<file path="src/rtl/riscv_mem_pkg.sv">
// Shared types and defaults for the instruction/data memory arbiter.
package riscv_mem_pkg;

  localparam int AW_DEF = 32;
  localparam int DW_DEF = 32;

  typedef enum logic [1:0] {IDLE, MEM, DONE} state_t;
  typedef enum logic {OWN_IF, OWN_DM} owner_t;

endpackage

</file>
<file path="src/rtl/riscv_mem_arbiter.sv">
// Arbitrates the core's fetch and data ports onto one single-port memory.
// Data accesses win, but a waiting fetch is forced through after MAX_DM_STREAK data grants.
module riscv_mem_arbiter
  import riscv_mem_pkg::*;
#(
  parameter int AW            = AW_DEF,
  parameter int DW            = DW_DEF,
  parameter int MAX_DM_STREAK = 4,
  parameter int TIMEOUT       = 64
) (
  input  logic          clk,
  input  logic          rst,
  input  logic          if_req,
  input  logic [AW-1:0] if_addr,
  output logic [DW-1:0] if_rdata,
  output logic          if_valid,
  input  logic          dm_req,
  input  logic          dm_we,
  input  logic [AW-1:0] dm_addr,
  input  logic [DW-1:0] dm_wdata,
  output logic [DW-1:0] dm_rdata,
  output logic          dm_valid,
  output logic          err,
  output logic          mem_req,
  output logic          mem_we,
  output logic [AW-1:0] mem_addr,
  output logic [DW-1:0] mem_wdata,
  input  logic [DW-1:0] mem_rdata,
  input  logic          mem_ready
);

  localparam int SW = $clog2(MAX_DM_STREAK + 1);
  localparam int TW = $clog2(TIMEOUT + 1);
  localparam logic [SW-1:0] STREAK_MAX = SW'(MAX_DM_STREAK);
  localparam logic [TW-1:0] TIMER_LAST = TW'(TIMEOUT - 1);

  state_t        state;
  owner_t        owner;
  logic [SW-1:0] streak;
  logic [TW-1:0] timer;
  logic          grant_dm;
  logic          grant_if;
  logic [DW-1:0] done_rdata;

  always_comb begin
    grant_dm = 1'b0;
    grant_if = 1'b0;
    if (state == IDLE) begin
      grant_dm = dm_req && !(if_req && streak == STREAK_MAX);
      grant_if = if_req && !grant_dm;
    end
  end

  // Writes and aborted accesses both return zero to the owner.
  assign done_rdata = (mem_ready && !mem_we) ? mem_rdata : '0;

  // Counts data grants that overtook a waiting fetch.
  always_ff @(posedge clk or negedge rst) begin
    if (!rst)
      streak <= '0;
    else if (!if_req || grant_if)
      streak <= '0;
    else if (grant_dm && streak != STREAK_MAX)
      streak <= streak + SW'(1);
  end

  always_ff @(posedge clk or negedge rst) begin
    if (!rst) begin
      state     <= IDLE;
      owner     <= OWN_IF;
      timer     <= '0;
      mem_req   <= 1'b0;
      mem_we    <= 1'b0;
      mem_addr  <= '0;
      mem_wdata <= '0;
      if_rdata  <= '0;
      dm_rdata  <= '0;
      if_valid  <= 1'b0;
      dm_valid  <= 1'b0;
      err       <= 1'b0;
    end else begin
      if_valid <= 1'b0;
      dm_valid <= 1'b0;
      err      <= 1'b0;
      case (state)
        IDLE: begin
          timer <= '0;
          if (grant_dm) begin
            owner     <= OWN_DM;
            mem_req   <= 1'b1;
            mem_we    <= dm_we;
            mem_addr  <= dm_addr;
            mem_wdata <= dm_wdata;
            state     <= MEM;
          end else if (grant_if) begin
            owner     <= OWN_IF;
            mem_req   <= 1'b1;
            mem_we    <= 1'b0;
            mem_addr  <= if_addr;
            mem_wdata <= '0;
            state     <= MEM;
          end
        end
        MEM: begin
          // The final timer cycle still accepts a late mem_ready.
          if (mem_ready || timer == TIMER_LAST) begin
            mem_req <= 1'b0;
            err     <= !mem_ready;
            state   <= DONE;
            if (owner == OWN_IF) begin
              if_valid <= 1'b1;
              if_rdata <= done_rdata;
            end else begin
              dm_valid <= 1'b1;
              dm_rdata <= done_rdata;
            end
          end else begin
            timer <= timer + TW'(1);
          end
        end
        DONE:    state <= IDLE;
        default: state <= IDLE;
      endcase
    end
  end

endmodule

</file>
<file path="config.mk">
export PLATFORM = sky130hd
export DESIGN_NAME = riscv_mem_arbiter
export DESIGN_NICKNAME = d
export VERILOG_FILES = /design/src/rtl/riscv_mem_pkg.sv /design/src/rtl/riscv_mem_arbiter.sv
export SDC_FILE = /design/constraint.sdc
export NUM_CORES = 1
export LEC_CHECK = 0
export ABC_AREA = 1
export CORE_UTILIZATION = 40
export DETAILED_ROUTE_END_ITERATION = 10
export GPL_TIMING_DRIVEN = 0
export PLACE_DENSITY = 0.71
export SLEW_MARGIN = 10
export SYNTH_ARGS = -nofsm -noshare
export SYNTH_HDL_FRONTEND = slang
export SYNTH_SLANG_ARGS = --single-unit
</file>
<file path="constraint.sdc">
create_clock -name clk -period 2.1 [get_ports clk]
set_clock_uncertainty 0.2 [all_clocks]
set_input_delay 0.42 -clock clk [delete_from_list [all_inputs] [get_ports clk]]
set_output_delay 0.42 -clock clk [all_outputs]
set_load 0.005 [all_outputs]
</file>
* Word-level counts from Yosys, hierarchy flattened *
Cells that the tools add are included.
W data, S select, Z words.

storage, ports and cells
  register bits = 146
  bits of input ports = 134
  output and inout port bits = 133

cells by class
  $add $sub $neg = 2
  eq/ne operators = 7
  mux-type cells = 30
  bitwise gates (word level) = 1
  reduce and logical (&&, ||, !) cells = 22

operators by type and width
  cell                   count
  $mux W32               5
  $mux W1                16
  $pmux W7 S2            1
  $reduce_and A3 Y1      3
  $add A7 B1 Y7 const B  1
  $eq A7 B6 Y1 const B   1
  $mux W7                1
  $mux W2                3
  $mux W3                2
  $ne A3 B3 Y1 const B   2
  $reduce_and A2 Y1      3
  $reduce_bool A2 Y1     3
  $logic_and A1 B1 Y1    5
  $logic_not A1 Y1       5
  $ne A2 B2 Y1 const B   2
  $pmux W2 S2            1
  $add A3 B1 Y3 const B  1
  $eq A3 B3 Y1 const B   1
  $eq A2 B1 Y1 const B   1
  $logic_not A2 Y1       1
  $logic_or A1 B1 Y1     2
  $pmux W1 S2            1
  $not A1 Y1             1

* Logic depth before layout (Yosys ltp) *
Gate-level depths: netlist of the first run.

  depth in word-level cells = 10
  gate-level depth with buffers = 11
  depth with buffers taken out = 9

* Worst setup path after synthesis of the first run *
Ideal clock, no wire load.

  path kind = register to register
  start point = reg streak[0]
  end point = reg mem_addr[10]
  arrival = 1321 ps
  required time = 1783 ps
  path slack = 463 ps
  stages on the path, launching flop included = 11
  clock period less this slack = 1637 ps
  path through = dfrtp_1 -> inv_1 -> ha_1 -> nand3_2 -> nand3_4 -> inv_2 -> nor2_4 -> inv_2 -> buf_2 -> nand2_1 -> nand2_1

between the ends
  word-level cells in the longest chain between the ends = 9
  elaborated cells between the ends (all ways) = 11
  those cells by class = eq/ne: 1; mux: 3; reduce/logical: 7

ends and longest elaborated chain
  item                          RTL line                 RTL
  start, declared               riscv_mem_arbiter.sv:39  logic [SW-1:0] streak;
  start signal, assigned        riscv_mem_arbiter.sv:64  streak <= streak + SW'(1);
  $eq A3 B3 Y1 *                riscv_mem_arbiter.sv:49  grant_dm = dm_req && !(if_req && streak == STREAK_MAX);
  $logic_and A1 B1 Y1 *         riscv_mem_arbiter.sv:49
  $logic_not A1 Y1 *            riscv_mem_arbiter.sv:49
  $logic_and A1 B1 Y1 *         riscv_mem_arbiter.sv:49
  $logic_not A1 Y1              riscv_mem_arbiter.sv:50  grant_if = if_req && !grant_dm;
  $logic_and A1 B1 Y1           riscv_mem_arbiter.sv:50
  $mux W1                       riscv_mem_arbiter.sv:48  if (state == IDLE) begin
  $reduce_bool A2 Y1 (no line)  n/a
  $reduce_and A2 Y1 (no line)   n/a
  end signal, assigned          riscv_mem_arbiter.sv:92  mem_addr <= dm_addr;
  end signal, assigned          riscv_mem_arbiter.sv:99  mem_addr <= if_addr;
  end, declared                 riscv_mem_arbiter.sv:26  output logic [AW-1:0] mem_addr,

Mark *: on every way between the ends. The rest lies on a longest branch, timed or not.
A chain may end at the register's enable or synchronous reset.

* Worst setup path after layout of the first run *
  start point = reg mem_addr[8]
  end point = out mem_addr[8]

No word-level cell between the ends.

==> results of run 1 <==
==> state kept, by name, indices dropped and copies added, names as in the netlist <==
| register | flops |
|---|---|
| dm_rdata | 32 |
| if_rdata | 32 |
| mem_addr | 32 |
| mem_wdata | 32 |
| timer | 7 |
| streak | 3 |
| state | 2 |
| dm_valid | 1 |
| err | 1 |
| if_valid | 1 |
| mem_req | 1 |
| mem_we | 1 |
| owner | 1 |
==> layer usage <==
layer  vias to the layer above  track usage [%]  routed length [microns]
li1                       3170                -                        -
met1                      2931            28.95                     8299
met2                       243            42.91                    10250
met3                        31            7.639                     1633
met4                         0            10.46                      571
met5                         -                0                        0
==> stage by stage <==
step	utilization, %	worst slack, ns	std cells	hold slack, ns
finish	64.01	0.1180	1346	0.2684
global route	64.01	0.05943	1346	0.2903
CTS	64.00	0.09937	1346	0.2726
detailed placement	60.01	-0.1314	1313	0.1761
global placement	59.81	-5.632	1312	0.2533
floorplan	-	0.4626	830	-0.07559
==> final timing paths <==
path                       slack, ns                   endpoint                       from
min in group asynchronous       0.32   mem_addr[28]$_DFFE_PN0P_                        rst
max                             0.12                mem_addr[8]    mem_addr[8]$_DFFE_PN0P_
max in group asynchronous       0.58  mem_wdata[27]$_DFFE_PN0P_                        rst
min                             0.27  mem_wdata[12]$_DFFE_PN0P_  mem_wdata[12]$_DFFE_PN0P_
max reg2reg                     0.18   dm_rdata[27]$_DFFE_PN0P_       timer[0]$_DFFE_PN0P_
min reg2reg                     0.27  mem_wdata[12]$_DFFE_PN0P_  mem_wdata[12]$_DFFE_PN0P_
==> power breakdown <==
group / switching (uW) / total [uW] / internal [uW]
Combinational: 2880 / 5840 / 2960
Clock: 1250 / 3250 / 2000
Sequential: 693 / 4640 / 3950
Total: 4820 / 13700 / 8910
==> logic make-up after synthesis <==
kind of cell    count (synthesis)  synth area share [%]
buf+inv                       102                 7.783
compound gates                  8                0.6000
simple gates                  568                 35.90
xor+xnor                        3                0.3939
flops                         146                 54.76
fa+ha+maj                       3                0.5627
==> repair_timing <==
| action | in CTS | in global routing |
|---|---|---|
| hold buffers | 1 | 0 |
| setup endpoints to repair | 0 | 1 |
| endpoints found under the hold margin | 56 | 0 |
| resized for setup | 0 | 2 |
==> placed cells by master, fill, tap and decap left out, drive strengths merged, types with 4 or more instances in the layout <==
| master | instances |
|---|---|
| o21ai | 5 |
| nand4 | 65 |
| bufinv | 4 |
| clkbuf | 21 |
| inv | 53 |
| buf | 51 |
| dfrtp | 146 |
| nand3 | 18 |
| clkinvlp | 5 |
| nand2 | 441 |
| nor2 | 41 |
| clkdlybuf4s50 | 265 |
==> final cells by class <==
| type | count | area (sq um) |
|---|---|---|
| Buffer | 52 | 332.8 |
| Clock buffer | 18 | 429.2 |
| Clock inverter | 14 | 201.4 |
| Timing Repair Buffer | 268 | 2705 |
| Fill cell | 1357 | 5779 |
| Inverter | 50 | 187.7 |
| Multi-Input combinational cell | 582 | 2499 |
| Tap cell | 216 | 270.3 |
| Sequential cell | 146 | 3654 |
==> impl_metrics.toml, run 1 <==
[setup_path]
cp.required_ns = 1.48
critical_path_class = "flip-flop to output pin"
cp-end-kind = "output pin"
rr_worst_depth = 9
crit_buf_inv = 1
crit_cells = 1
worst_setup_path_start_kind = "flip-flop"
crit_family = "buffers and inverters"
crit_path_cell_trace = "clkdlybuf4s50_1"
critPathArrivalTime_ns = 1.36
path_max_fanout = 2
cp_slowest_cell = "clkdlybuf4s50_1"
max_stage_delay_ns = 0.53

[grt]
overflow = 0
grt_max_degree = 91
grt_first_pass_wirelength_mm = 33.66
track_usage_pct = 25.04
grt_pass1_vias = 6434
antenna_found_initial = 0

[synthesis]
synthDistinctLibCells = 27
yosys_warnings = 0
synth_edf_count = 0
ys_ff_latch = 146
netlist.area_leader.share_pct = 54.76
yosysMostFrequentCell = "nand2_1"
synth_area_sq_um = 6671
synth.area.top_cells = "dfrtp_1, nand2_1, nand4_1"
avgSynthCellArea_sq_um = 8.038
async_reset_ff_share_pct = 100.0
syn_nets = 967
synth-seq-area-share_pct = 54.76
synth_flop_cell = "dfrtp_1"
yosys-top-cells-count = "nand2_1, dfrtp_1, nand4_1"
yosysTopAreaCell = "dfrtp_1"
syn_inst = 830

[finish]
antenna-diode-count = 0
final_area_sq_um = 10280
nets = 1254
drive_gt1_share_pct = 8.938
syn2layout_area_growth_pct = 54.07

[placed_design]
hpwl_mm = 15.43
placed_cell_area_sq_um = 9637
io_buffers = 266
place.gp.congestion = 0.8218

[floorplan]
core_sq_um = 16060
core.rowCount = 46
io_pins = 267
initial_core_util_pct = 41.55
fp.dieH_microns = 131.1
die_w_microns = 131.1
die_area_sq_um = 17200

[cts]
clockBufferDepth = 2
cts.clk_slew.worst_paths_ns = 0.07
cts.sinks = 146
tritoncts = "built"
worst_skew_pair.late_latency_ns = 0.42
cts_root_buf = "clkbuf_16"
htreeDepth = 4
post_cts_buffers = 0
cts_buffers = 17

[status]
status = "completed"

[timing]
slew_violations = 0
setup_viol = 0
rsz0062_at_grt = "no"
min_period_over_period_pct = 94.38
slew_headroom_pct = 69.17
tns_ns = 0
max_freq_mhz = 504.5
period_needed_ns = 1.982
worst_slew_pin_slew_ns = 0.4625
hold_viol = 0

[route]
drt-total-wl_mm = 20.76
drt_iter0_drc = 321
drtAntennaViolNets = 0
vias_per_cell = 4.736
num_vias = 6375
first_pass_iters = 5
wire_per_inst_microns = 15.42
drc_errors = 0

[pwr]
totalPowerFinal_uw = 13730
leakagePower_uw = 0.005286
vdd.ir_drop.worst_uv = 575.7
power_density_nw_per_um2 = 1336

[min_path]
hp-class = "flip-flop to flip-flop"
min_path_cells = 2

[job]
drv_cap = 0
No activity file was read; power rests on OpenSTA's default activity.
==> run 2: changes to the inputs <==
--- a/config.mk
+++ b/config.mk
@@ -10,6 +10,7 @@
 export DETAILED_ROUTE_END_ITERATION = 10
 export GPL_TIMING_DRIVEN = 0
 export PLACE_DENSITY = 0.71
+export REMOVE_ABC_BUFFERS = 1
 export SLEW_MARGIN = 10
 export SYNTH_ARGS = -nofsm -noshare
 export SYNTH_HDL_FRONTEND = slang
==> run 2 against run 1 <==
  * Register-to-register slack got worse by 0.12 ns
  * Maximum frequency decreased by 2.8%
  * Worst hold slack got worse by 0.0013 ns
  * Global-route usage increased by 0.62 points
  * Critical path type is now flip-flop to flip-flop
  * Critical endpoint is now mem_wdata[23]$_DFFE_PN0P_
  * Largest power group unchanged
  * Highest routed layer unchanged
==> impl_metrics.toml, run 2 (same netlist as run 1, synthesis figures left out) <==
[status]
status = "completed"

[setup_path]
cp_slowest_cell = "dfrtp_1"
max_stage_delay_ns = 0.37
critPathArrivalTime_ns = 2.14
path_max_fanout = 34
cp.required_ns = 2.20
cp-end-kind = "flip-flop"
worst_setup_path_start_kind = "flip-flop"
critical_path_class = "flip-flop to flip-flop"
crit_path_cell_trace = "inv_1 > ha_4 > nand3_4 > nand3_4 > inv_16 > nor2_4 > buf_12 > buf_4 > buf_12 > nand2_1 > nand2_1"
crit_buf_inv = 5
crit_family = "buffers and inverters"

[floorplan]
io_pins = 267
die_w_microns = 131.1
die_area_sq_um = 17200
core_sq_um = 16060
initial_core_util_pct = 41.55
core.rowCount = 46
fp.dieH_microns = 131.1

[route]
num_vias = 6388
wire_per_inst_microns = 16.50
drt_iter0_drc = 507
first_pass_iters = 4
drc_errors = 0
vias_per_cell = 4.832
drtAntennaViolNets = 0
drt-total-wl_mm = 21.81

[cts]
htreeDepth = 4
cts.clk_slew.worst_paths_ns = 0.06
tritoncts = "built"
worst_skew_pair.late_latency_ns = 0.42
cts_buffers = 17
cts.sinks = 146
cts_root_buf = "clkbuf_16"
clockBufferDepth = 2

[job]
drv_cap = 0

[finish]
nets = 1230
layout_commonest_cell = "nand2_1"
stdcell_count = 1322
final_cell_mix = "nand2_1, clkdlybuf4s50_1, dfrtp_1"
antenna-diode-count = 0
fin_util_pct = 64.60
syn2layout_area_growth_pct = 55.50
drive_gt1_share_pct = 7.595

[placed_design]
dp.cells = 1262
place.gp.congestion = 0.7933
io_buffers = 266
pre_cts_ws_ns = -2.230
hpwl_mm = 12.86

[timing]
slew_violations = 0
setup_viol = 0
period_needed_ns = 2.039
worst_slew_pin_slew_ns = 0.5628
max_freq_mhz = 490.5
slew_headroom_pct = 62.48
worst_slack_ns = 0.06112
tns_ns = 0
min_period_over_period_pct = 97.09
hold_viol = 0

[grt]
overflow = 0
grt_pass1_vias = 6196
antenna_found_initial = 0
track_usage_pct = 25.66
grt_max_degree = 103
grt_first_pass_wirelength_mm = 33.80

[min_path]
hp-class = "flip-flop to flip-flop"

[pwr]
totalPowerFinal_uw = 13800
vdd.ir_drop.worst_uv = 609.8
power_density_nw_per_um2 = 1330
leakagePower_uw = 0.005264
[run 2: routing by layer]
metal	share of wire, %	global-route usage, %
met3	8.8	7.909
met4	3.4	12.42
met5	0	0
met2	47	41.34
met1	41	31.20
[run 2: final cells by class]
class,instances,area [sq um]
Fill cell,1368,5684
Sequential cell,146,3657
Timing Repair Buffer,287,2948
Multi-Input combinational cell,590,2666
Clock buffer,19,442.9
Tap cell,216,270.3
Inverter,50,219.0
Clock inverter,13,161.4
Timing Repair inverter,1,8.758
[run 2: final timing paths]
check	startpoint	to	slack [ns]	cells past startpoint
worst max-delay path	streak[1]$_DFFE_PN0P_	mem_wdata[23]$_DFFE_PN0P_	0.06	11
worst min-delay path	mem_wdata[19]$_DFFE_PN0P_	mem_wdata[19]$_DFFE_PN0P_	0.27	2
worst max register to register	streak[1]$_DFFE_PN0P_	mem_wdata[23]$_DFFE_PN0P_	0.06	11
max in group asynchronous	rst	mem_addr[13]$_DFFE_PN0P_	0.58	3
min in group asynchronous	rst	dm_rdata[0]$_DFFE_PN0P_	0.28	2
worst min register to register	mem_wdata[19]$_DFFE_PN0P_	mem_wdata[19]$_DFFE_PN0P_	0.27	2
[run 2: report_power, final]
| part | internal (uW) | switching (uW) | leakage, uW |
|---|---|---|---|
| sequential | 3950 | 778 | 0.00190 |
| combinational | 3010 | 2960 | 0.00308 |
| clock | 1900 | 1200 | 0.000285 |
[run 2: worst register-to-register path, cell delays in order, from the launching register on]
cell	delay (ns)
dfrtp_1	0.37
inv_1	0.10
ha_4	0.18
nand3_4	0.11
nand3_4	0.15
inv_16	0.18
nor2_4	0.08
buf_12	0.14
buf_4	0.13
buf_12	0.14
nand2_1	0.08
nand2_1	0.06
[run 2: stage by stage]
step | cell area (sq um) | hold slack, ns
after floorplan | 6340 | -0.07559
after detailed placement | 9325 | 0.1345
after CTS | 10210 | 0.2719
after global routing | 10370 | 0.2883
after global placement | 9273 | 0.2526
final | 10370 | 0.2672
[run 2: repair_timing]
item,4_1_cts,5_1_grt
cloned,8,2
setup endpoints to repair,136,112
pin swaps,3,3
buffers inserted,6,11
endpoints found under the hold margin,44,0
hold buffers,1,0
resized for setup,22,7
